File: config.mk
export PLATFORM = sky130hd
export DESIGN_NAME = ttfir_param
export DESIGN_NICKNAME = d
export VERILOG_FILES = /design/src/rtl/ttfir_pkg.sv /design/src/rtl/fir_tap_sum.sv /design/src/rtl/ttfir_param.sv
export SDC_FILE = /design/constraint.sdc
export NUM_CORES = 1
export LEC_CHECK = 0
export CAP_MARGIN = 20
export CORE_MARGIN = 2
export CORE_UTILIZATION = 58
export CTS_CLUSTER_DIAMETER = 60
export DETAILED_ROUTE_END_ITERATION = 10
export PLACE_DENSITY = 0.79
export SYNTH_ARGS = -nofsm -noshare
export SYNTH_HDL_FRONTEND = slang
export SYNTH_SLANG_ARGS = --single-unit
File: constraint.sdc
create_clock -name clk -period 8.3 [get_ports clk]
set_input_delay 1.245 -clock clk [delete_from_list [all_inputs] [get_ports clk]]
set_output_delay 1.245 -clock clk [all_outputs]
set_load 0.02 [all_outputs]
File: src/rtl/ttfir_pkg.sv
// rtl/ttfir_pkg.sv - shared types, width helpers and saturation for the parametrised FIR
package ttfir_pkg;

    typedef enum logic [1:0] {
        LOAD_SHIFT = 2'd0,
        LOAD_COEF  = 2'd1,
        RUN        = 2'd2
    } ttfir_state_t;

    // Accumulator width that can hold the sum of n_taps full products without overflow
    function automatic int sum_width(input int n_taps, input int bw_in);
        return 2 * bw_in + $clog2(n_taps);
    endfunction

    function automatic int shift_width(input int bw_sum);
        return $clog2(bw_sum);
    endfunction

    function automatic logic signed [63:0] sat_signed(input logic signed [63:0] v, input int bw);
        logic signed [63:0] hi;
        logic signed [63:0] lo;
        hi = (64'sd1 <<< (bw - 1)) - 64'sd1;
        lo = -hi - 64'sd1;
        if (v > hi) return hi;
        if (v < lo) return lo;
        return v;
    endfunction

endpackage

File: src/rtl/fir_tap_sum.sv
// rtl/fir_tap_sum.sv - combinational multiply and adder tree over packed history/coefficients
module fir_tap_sum #(
    parameter int N_TAPS = 4,
    parameter int BW_IN  = 6,
    parameter int BW_SUM = 14
) (
    input  logic [N_TAPS*BW_IN-1:0] x_flat,
    input  logic [N_TAPS*BW_IN-1:0] h_flat,
    output logic signed [BW_SUM-1:0] sum
);

    logic signed [BW_IN-1:0]   xi;
    logic signed [BW_IN-1:0]   hi;
    logic signed [2*BW_IN-1:0] prod;

    always_comb begin
        sum  = '0;
        xi   = '0;
        hi   = '0;
        prod = '0;
        for (int i = 0; i < N_TAPS; i++) begin
            xi   = x_flat[i*BW_IN +: BW_IN];
            hi   = h_flat[i*BW_IN +: BW_IN];
            prod = (2*BW_IN)'(xi) * (2*BW_IN)'(hi);
            sum  = sum + BW_SUM'(prod);
        end
    end

endmodule

File: src/rtl/ttfir_param.sv
// rtl/ttfir_param.sv - parametrised FIR with serial coefficient load, scaling and saturation
module ttfir_param
    import ttfir_pkg::*;
#(
    parameter int N_TAPS = 4,
    parameter int BW_IN  = 6,
    parameter int BW_OUT = 8
) (
    input  logic                     clk,
    input  logic                     reset,
    input  logic [BW_IN-1:0]         in_data,
    input  logic                     in_valid,
    input  logic                     cfg_start,
    output logic                     loaded,
    output logic signed [BW_OUT-1:0] y_out,
    output logic                     y_valid
);

    localparam int BW_SUM  = sum_width(N_TAPS, BW_IN);
    localparam int SHIFT_W = shift_width(BW_SUM);
    localparam int IDX_W   = $clog2(N_TAPS);

    ttfir_state_t               state_q;
    ttfir_state_t               state_d;
    logic [SHIFT_W-1:0]         shift_q;
    logic [SHIFT_W-1:0]         shift_in;
    logic [IDX_W-1:0]           idx_q;
    logic [N_TAPS*BW_IN-1:0]    h_flat;
    logic [N_TAPS*BW_IN-1:0]    x_flat;
    logic                       pend_q;
    logic                       last_coef;
    logic signed [BW_SUM-1:0]   sum;
    logic signed [BW_SUM-1:0]   scaled;

    fir_tap_sum #(
        .N_TAPS(N_TAPS),
        .BW_IN (BW_IN),
        .BW_SUM(BW_SUM)
    ) u_tap_sum (
        .x_flat(x_flat),
        .h_flat(h_flat),
        .sum   (sum)
    );

    assign last_coef = (idx_q == IDX_W'(N_TAPS - 1));
    assign scaled    = sum >>> shift_q;
    assign loaded    = (state_q == RUN);

    always_comb begin
        shift_in = in_data[SHIFT_W-1:0];
        if (int'(in_data[SHIFT_W-1:0]) >= BW_SUM) begin
            shift_in = SHIFT_W'(BW_SUM - 1);
        end
    end

    always_comb begin
        state_d = state_q;
        if (cfg_start) begin
            state_d = LOAD_SHIFT;
        end else if (in_valid) begin
            case (state_q)
                LOAD_SHIFT: state_d = LOAD_COEF;
                LOAD_COEF:  if (last_coef) state_d = RUN;
                RUN:        state_d = RUN;
                default:    state_d = LOAD_SHIFT;
            endcase
        end
    end

    always_ff @(posedge clk) begin
        if (reset) state_q <= LOAD_SHIFT;
        else       state_q <= state_d;
    end

    // pend_q marks a sample accepted last edge; its strobe survives a cfg_start
    always_ff @(posedge clk) begin
        if (reset) begin
            shift_q <= '0;
            idx_q   <= '0;
            h_flat  <= '0;
            x_flat  <= '0;
            pend_q  <= 1'b0;
            y_out   <= '0;
            y_valid <= 1'b0;
        end else begin
            pend_q  <= 1'b0;
            y_valid <= pend_q;
            if (pend_q) begin
                y_out <= BW_OUT'(sat_signed(64'(scaled), BW_OUT));
            end
            if (cfg_start) begin
                idx_q <= '0;
            end else if (in_valid) begin
                case (state_q)
                    LOAD_SHIFT: begin
                        shift_q <= shift_in;
                        idx_q   <= '0;
                    end
                    LOAD_COEF: begin
                        h_flat[idx_q*BW_IN +: BW_IN] <= in_data;
                        idx_q <= idx_q + 1'b1;
                        if (last_coef) x_flat <= '0;
                    end
                    RUN: begin
                        x_flat <= {x_flat[(N_TAPS-1)*BW_IN-1:0], in_data};
                        pend_q <= 1'b1;
                    end
                    default: ;
                endcase
            end
        end
    end

endmodule

==> flow_summary.toml, run 1 <==
[yosys]
synth.avg_cell_area_sq_um = 9.05
synth-seq-cells = 66
yosys.cell_types.count = 67
ys_seq_area_share_pct = 13.4
synth_edf_count = 0
syn_nets = 1344
synthArstFlopShare_pct = 0
synthesis.instances = 1086
synth_warnings = 0
synthFlopType = "dfxtp_1"
synthesis.area_sq_um = 9830

[routing]
wirelength_um = 24100
ant_nets = 0
drtIter0Drc = 676
wl_per_cell_um = 18.5
vias = 7720
viasPerCell = 5.91
drcViolationCount = 0
first_pass_iters = 6

[critical_path]
worstSetupPathType = "register to register"
arrival_ns = 8.21
crit_path_max_fanout = 10
start_kind = "register"
end_kind = "register"
cp.required_ns = 8.53

[clock_network]
htreeDepth = 3
clkTransAtPathRegs_ns = 0.06
clock-sinks = 66
clock_latency_ns = 0.36
postCtsHoldBufs = 0
cts_tree = "yes"
cts_buffer_depth = 2
clockRootBuffer = "clkbuf_16"
numCtsBuffers = 9

[sta]
tightest_slew_ns = 0.965
hold_viol = 0
final-setup-viol-count = 0
clock.fmax_mhz = 125
final-max-slew-violation-count = 0
min_period_over_period_pct = 96.1
min_period_ns = 7.98
rsz0062_at_grt = "no"
slew_headroom_pct = 35.0
skew_ns = 0.0161
tns_ns = 0
finalWorstSetupSlack_ns = 0.321

[place]
gp_congestion = 0.934
dp_slack_ns = 0.362
dp_hpwl_um = 19100
portBuffers = 19

[finish]
num_antenna_cells = 0
final_nets = 1340
fin_util_pct = 63.4
drive_gt1_share_pct = 4.24
area_growth_pct = 7.01

[floorplanning]
die_h_um = 134
chipWidth_um = 134
row_count = 47
dieArea_sq_um = 18000
start_util_pct = 59.3
io_pins = 20
fp.coreArea_sq_um = 16600

[global_routing]
grt_start_max_net_pins = 63
antenna_found_initial = 0
grt.total_usage_pct = 28.8
grt_pass1_vias = 7802
grt_remaining_overflow = 0
grt_pass1_wl_um = 40200

[power]
ir_drop_mv = 0.118
finalPower_w = 0.000830
powerDensity_nw_per_um2 = 78.9
leakagePower_nw = 4.50

[flow_run]
drv_cap = 0

[run_status]
outcome = "finished clean"

[worst_hold_path]
holdCritPathClass = "register to register"
## routing by layer
metal,GRT usage [%],part of all wire [%],wire length (um),vias up
met5,0,0,0,-
met4,10.5,3.4,829,0
met2,45.6,47,11300,345
li1,-,-,-,3528
met1,40.2,43,10300,3793
met3,4.95,6.9,1660,54
## final timing paths
kind / from / end / slack (ns) / depth (start not counted)
worst max-delay path: x_flat[11] / y_out[0] / 0.32 / 22
worst min-delay path: y_out[5] / y_out[5] / 0.47 / 2
worst max register to register: x_flat[11] / y_out[0] / 0.32 / 22
worst min register to register: y_out[5] / y_out[5] / 0.47 / 2
## cells in the final DEF, fill, tap and decap left out, drive strengths merged, types with 6 or more instances in the layout
| cell type | netlist | layout |
|---|---|---|
| a31oi | 7 | 7 |
| a211oi | 9 | 9 |
| mux2i | 14 | 14 |
| nand3 | 45 | 45 |
| fa | 172 | 172 |
| nor2b | 8 | 8 |
| xnor2 | 11 | 11 |
| a221o | 6 | 6 |
| nand2 | 97 | 97 |
| a21oi | 56 | 56 |
| buf | 5 | 8 |
| clkdlybuf4s50 | 0 | 18 |
| nor2 | 59 | 59 |
| dfxtp | 66 | 66 |
| a22oi | 18 | 18 |
| and3 | 7 | 7 |
| inv | 176 | 176 |
| and2 | 84 | 84 |
| ha | 76 | 76 |
| nor3 | 14 | 14 |
| clkbuf | 36 | 10 |
| nand2b | 17 | 17 |
| o21ai | 21 | 21 |
## power by group
group	leakage, nW	switching [W]	internal, W	total, W
logic	3.81	0.0000518	0.0000315	0.0000832
clock network	0.158	0.000153	0.000269	0.000422
registers	0.532	0.00000641	0.000319	0.000325
## Yosys cell counts, types with 3 or more instances
cell	number	share of area (%)
nand4_1	5	0.32
a21oi_1	56	2.9
a221oi_1	3	0.27
a221o_1	6	0.61
o31ai_1	3	0.23
mux2i_1	14	1.4
or3_1	5	0.32
a32oi_1	5	0.45
and2_1	83	5.3
a21o_1	5	0.38
nor2b_1	8	0.51
nand2b_1	17	1.1
inv_1	176	6.7
a211oi_1	8	0.61
a31oi_1	7	0.45
o21ai_0	20	1.0
nor4_1	5	0.32
nor2_1	59	2.3
clkbuf_1	36	1.4
nand2_1	97	3.7
mux2_2	3	0.34
or2_2	3	0.19
xnor2_1	11	0.98
nand3_1	45	2.3
o22ai_1	3	0.19
and3_1	4	0.25
a22oi_1	18	1.4
dfxtp_1	66	13
o21a_1	4	0.31
a31o_2	3	0.27
nor3_1	13	0.66
o2111ai_1	4	0.36
ha_1	76	9.7
fa_1	172	35
## per-stage QoR
stage / instances / instance area [sq um] / hold WS, ns
CTS: 1305 / 10500 / 0.475
finish: 1306 / 10500 / 0.474
floorplan: 1086 / 9830 / 0.468
global route: 1306 / 10500 / 0.482
detailed placement: 1290 / 10200 / 0.467
global placement: 1290 / 10200 / 0.470
## flip-flops by register name, indices dropped and copies added (netlist names)
signal,count
idx_q,2
y_valid,1
x_flat,24
state_q,2
h_flat,24
y_out,8
pend_q,1
shift_q,4
## what timing repair did
item	CTS	global route
resized for setup	0	2
buffers inserted	0	0
setup endpoints to repair	0	7
## layout make-up
type | instances | area, sq um
clock buffers | 10 | 239
clock inverters | 5 | 78.8
fillers | 1409 | 6060
inverters | 178 | 668
multi-input cells | 801 | 7680
flip-flops and latches | 66 | 1320
well taps | 220 | 275
repair buffers | 26 | 258
## logic make-up after synthesis
group                      share of synthesized area (%)
AOI/OAI and AO/OA                                   11.1
xor gates and xnor gates                            1.53
adders and majority gates                           44.7
buffers and inverters                               8.53
DFF                                                 13.4
muxes                                               2.23
and+or+nand+nor                                     18.5
## critical path, stage by stage, from the launching register on
cell	delay [ns]
dfxtp_1	0.48
and2_1	0.23
inv_1	0.08
fa_1	0.71
inv_1	0.15
fa_1	0.56
inv_1	0.06
fa_1	0.50
fa_1	0.54
fa_1	0.54
fa_1	0.56
inv_1	0.06
fa_1	0.51
ha_1	0.48
o211ai_2	0.18
and3_2	0.21
or4_4	0.54
or3_1	0.35
and3_4	0.20
a211oi_4	0.25
a41oi_1	0.21
and3_4	0.24
a221o_1	0.26
(Power assumes the default switching activity.)
==> run 2: changes to the inputs <==
--- a/config.mk
+++ b/config.mk
@@ -5,11 +5,11 @@
 export SDC_FILE = /design/constraint.sdc
 export NUM_CORES = 1
 export LEC_CHECK = 0
-export CAP_MARGIN = 20
 export CORE_MARGIN = 2
 export CORE_UTILIZATION = 58
 export CTS_CLUSTER_DIAMETER = 60
 export DETAILED_ROUTE_END_ITERATION = 10
+export GPL_ROUTABILITY_DRIVEN = 0
 export PLACE_DENSITY = 0.79
 export SYNTH_ARGS = -nofsm -noshare
 export SYNTH_HDL_FRONTEND = slang
==> flow_summary.toml, run 2 (synthesis gave the netlist of run 1 again) <==
[finish]
mostFrequentLayoutCells = "inv_1, fa_1, nand2_1"
fin_util_pct = 63.1
reg_top3 = "h_flat (24), x_flat (24), y_out (8)"
final_common_cell = "inv_1"
drive_gt1_share_pct = 4.14
area_growth_pct = 6.52
final_nets = 1339
num_antenna_cells = 0

[routing]
vias = 7588
wirelength_um = 23300
ant_nets = 0
drtIter0Drc = 640
viasPerCell = 5.81
first_pass_iters = 5
drcViolationCount = 0
wl_per_cell_um = 17.8

[clock_network]
numCtsBuffers = 9
cts_buffer_depth = 2
postCtsHoldBufs = 0
cts_resized = 0
clock-sinks = 66
clockRootBuffer = "clkbuf_16"
clock_latency_ns = 0.35
cts_tree = "yes"
htreeDepth = 3
clkTransAtPathRegs_ns = 0.06
cts_setup_buffers = 0

[critical_path]
rr_endpoint = "y_out[4]"
worstSetupPathType = "register to register"
arrival_ns = 8.12
end_kind = "register"
critPathLaunch = "x_flat[11]"
r2r_cells = 22
start_kind = "register"
cp.required_ns = 8.53
r2r_setup_slack_ns = 0.41
crit_path_max_fanout = 8
cp-endpoint = "y_out[4]"
r2r-start = "x_flat[11]"

[floorplanning]
chipWidth_um = 134
start_util_pct = 59.3
io_pins = 20
fp.coreArea_sq_um = 16600
row_count = 47
dieArea_sq_um = 18000
die_h_um = 134

[global_routing]
grt.total_usage_pct = 28.0
grt_remaining_overflow = 0
antenna_found_initial = 0
grt_pass1_wl_um = 39100
grt_pass1_vias = 7669
grt_start_max_net_pins = 63

[sta]
clock.fmax_mhz = 127
hold_viol = 0
tightest_slew_ns = 1.33
skew_ns = 0.00755
slew_headroom_pct = 10.7
hold_ws_ns = 0.480
final-max-slew-violation-count = 0
tns_ns = 0
min_period_ns = 7.89
final-setup-viol-count = 0
finalWorstSetupSlack_ns = 0.408
min_period_over_period_pct = 95.1
rsz0062_at_grt = "no"

[run_status]
outcome = "finished clean"

[power]
leakagePower_nw = 4.47
powerDensity_nw_per_um2 = 75.7
ir_drop_mv = 0.0760

[place]
dp_slack_ns = 0.425
portBuffers = 19
dp_hpwl_um = 19000

[worst_hold_path]
holdCritPathClass = "register to register"

[flow_run]
drv_cap = 0
run 2: cell types whose count changed in the layout (fill, tap and decap cells not counted):
cell / previous run / this run
clkinv_2: 2 / 1
clkbuf_1: 0 / 1
clkinv_4: 1 / 2
clkbuf_8: 1 / 0
buf_16: 1 / 0
bufinv_16: 2 / 1
clkinvlp_4: 0 / 2
run 2: where the power goes:
group	switching, W	leakage, nW	internal (W)
sequential	0.00000615	0.532	0.000319
clock	0.000153	0.139	0.000233
combinational	0.0000505	3.80	0.0000309
total	0.000210	4.47	0.000583
run 2: critical path, cell delays in order, from the launching register on:
cell and delay, ns:
dfxtp_1 0.46, and2_1 0.22, inv_1 0.07, fa_1 0.70
inv_1 0.15, fa_1 0.63, fa_1 0.49, fa_1 0.54
inv_1 0.06, fa_1 0.51, fa_1 0.52, fa_1 0.56
inv_1 0.05, ha_1 0.38, nor2b_1 0.18, and3_2 0.20
or4_4 0.52, or3_1 0.36, and3_4 0.21, a211oi_4 0.25
a41oi_1 0.21, and3_4 0.24, a221o_1 0.26
run 2: per-layer routing:
metal / GRT usage (%) / part of all wire (%) / up-vias
li1: - / - / 3527
met1: 38.2 / 42 / 3693
met2: 44.7 / 47 / 318
met3: 5.22 / 7.7 / 50
met4: 10.7 / 3.5 / 0
met5: 0 / 0 / -
run 2: layout make-up:
type	count	area, sq um
sequential	66	1320
tap	220	275
clock inverter	6	67.6
fill	1410	6110
timing repair buffer	25	230
clock buffer	10	229
multi-input combinational	801	7680
inverter	178	668
run 2: how the worst min path moves through the flow:
stage          startpoint         end  slack (ns)  depth (start not counted)
6_report         y_out[5]    y_out[5]        0.48                          2
2_1_floorplan  x_flat[19]  x_flat[19]        0.47                          2
4_1_cts          y_out[5]    y_out[5]        0.48                          2
3_5_place_dp     y_out[5]    y_out[5]        0.48                          2
5_1_grt          y_out[1]    y_out[1]        0.50                          1
3_3_place_gp     y_out[5]    y_out[5]        0.47                          2
run 2: through the flow:
| stage | total power (W) | area, sq um | cells |
|---|---|---|---|
| after floorplan | 0.000389 | 9830 | 1086 |
| after global placement | 0.000411 | 10200 | 1290 |
| after detailed placement | 0.000411 | 10200 | 1290 |
| after CTS | 0.000794 | 10500 | 1306 |
| after global routing | 0.000818 | 10500 | 1306 |
| final | 0.000793 | 10500 | 1306 |
==> run 3: changes to the inputs <==
--- a/config.mk
+++ b/config.mk
@@ -5,7 +5,7 @@
 export SDC_FILE = /design/constraint.sdc
 export NUM_CORES = 1
 export LEC_CHECK = 0
-export CORE_MARGIN = 2
+export CORE_MARGIN = 8
 export CORE_UTILIZATION = 58
 export CTS_CLUSTER_DIAMETER = 60
 export DETAILED_ROUTE_END_ITERATION = 10
==> flow_summary.toml, run 3 (synthesis gave the netlist of run 1 again) <==
[routing]
wirelength_um = 24100
ant_nets = 0
viasPerCell = 5.89
drtIter0Drc = 714
wl_per_cell_um = 18.5
drcViolationCount = 0
vias = 7696
first_pass_iters = 5

[finish]
reg_top3 = "h_flat (24), x_flat (24), y_out (8)"
instances_no_fill = 1306
area_growth_pct = 7.08
num_antenna_cells = 0
n_fill_cell = 1384
final_nets = 1339
final_common_cell = "inv_1"
mostFrequentLayoutCells = "inv_1, fa_1, nand2_1"
drive_gt1_share_pct = 4.24

[critical_path]
cp_cell_sequence = "and2_1 > inv_1 > fa_1 > inv_1 > fa_1 > inv_1 > fa_1 > fa_1 > fa_1 > fa_1 > inv_1 > fa_1 > ha_1 > o211ai_2 > and3_2 > or4_4 > or3_1 > and3_4 > a211oi_4 > a41oi_1 > and3_4 > a221o_1"
end_kind = "register"
path_delay_family = "adder cells"
cp_slowest_stage_delay_ns = 0.71
arrival_ns = 8.23
crit_path_max_fanout = 10
cpMostUsedCell = "fa_1"
worstSetupPathType = "register to register"
r2r-start = "x_flat[11]"
cp.required_ns = 8.53
start_kind = "register"
crit_slowest_cell = "fa_1"
critPathLaunch = "x_flat[11]"
path_buf_inv = 4

[clock_network]
cts_resized = 0
cts_buffer_depth = 2
postCtsHoldBufs = 0
clockRootBuffer = "clkbuf_16"
numCtsBuffers = 9
htreeDepth = 3
clock_latency_ns = 0.35
clock-sinks = 66
cts_tree = "yes"
cts_setup_buffers = 0
clkTransAtPathRegs_ns = 0.06

[sta]
min_period_ns = 7.99
slew_headroom_pct = 19.8
min_period_over_period_pct = 96.3
tightest_slew_ns = 1.19
final-max-slew-violation-count = 0
hold_viol = 0
final-setup-viol-count = 0
clock.fmax_mhz = 125
finalWorstSetupSlack_ns = 0.308
skew_ns = 0.00548

[power]
ir_drop_mv = 0.0826
leakagePower_nw = 4.50
powerDensity_nw_per_um2 = 82.3

[global_routing]
grt_remaining_overflow = 0
grt_pass1_vias = 7891
grt_start_max_net_pins = 63
grt_pass1_wl_um = 40700
grt.total_usage_pct = 23.7
antenna_found_initial = 0

[flow_run]
drv_cap = 0

[floorplanning]
row_count = 47
fp.coreArea_sq_um = 16600
io_pins = 20
dieArea_sq_um = 21400
die_h_um = 146
chipWidth_um = 146
start_util_pct = 59.3

[place]
dp.cells = 1290
dp_slack_ns = 0.366
portBuffers = 19
dp_hpwl_um = 19400

[worst_hold_path]
holdCritPathClass = "register to register"
min_from = "y_out[7]"

[run_status]
outcome = "finished clean"
-- run 3: changes by cell type in the layout (fill, tap and decap cells not counted) --
cell | previous run | this run
bufinv_16 | 1 | 3
clkinvlp_4 | 2 | 0
clkinv_4 | 2 | 1
inv_6 | 0 | 1
clkbuf_1 | 1 | 0
clkbuf_8 | 0 | 1
-- run 3: through the flow --
stage / util [%] / setup TNS, ns / power [W] / area [sq um] / hold slack, ns
finish: 63.5 / 0 / 0.000867 / 10500 / 0.484
global route: 63.5 / -0.00711 / 0.000892 / 10500 / 0.510
CTS: 63.4 / 0 / 0.000868 / 10500 / 0.485
detailed placement: 61.3 / 0 / 0.000412 / 10200 / 0.477
global placement: 61.3 / 0 / 0.000411 / 10200 / 0.471
floorplan: - / 0 / 0.000389 / 9830 / 0.468
-- run 3: worst paths after layout --
path                                  to  slack, ns  cells past startpoint
worst max-delay path            y_out[4]       0.31                     22
worst min register to register  y_out[7]       0.48                      2
worst max register to register  y_out[4]       0.31                     22
worst min-delay path            y_out[7]       0.48                      2
-- run 3: worst reg2reg max path: cells and delay by family, from the launching register on --
kind / cells / cell delay [ns]
compound gates: 4 / 0.93
buf+inv: 4 / 0.34
fa+ha+maj: 8 / 4.35
simple gates: 6 / 1.77
flops: 1 / 0.48
-- run 3: layout make-up --
class / count / area [sq um] / area share [%]
Multi-Input combinational cell: 801 / 7680 / 73.0
Sequential cell: 66 / 1320 / 12.6
Inverter: 178 / 668 / 6.35
Tap cell: 220 / 275 / 2.62
Clock buffer: 10 / 239 / 2.27
Timing Repair Buffer: 25 / 230 / 2.19
Clock inverter: 6 / 113 / 1.07
-- run 3: power by group --
group	total (W)	switching, W	internal, W
registers	0.000325	0.00000635	0.000319
logic	0.0000822	0.0000513	0.0000309
clock network	0.000459	0.000157	0.000303
-- run 3: layer usage --
layer / vias to the layer above / GRT usage [%] / routed length, um
li1: 3523 / - / -
met1: 3787 / 31.5 / 10100
met2: 324 / 37.6 / 11300
met3: 62 / 4.45 / 1820
met4: 0 / 9.74 / 934
met5: - / 0 / 0
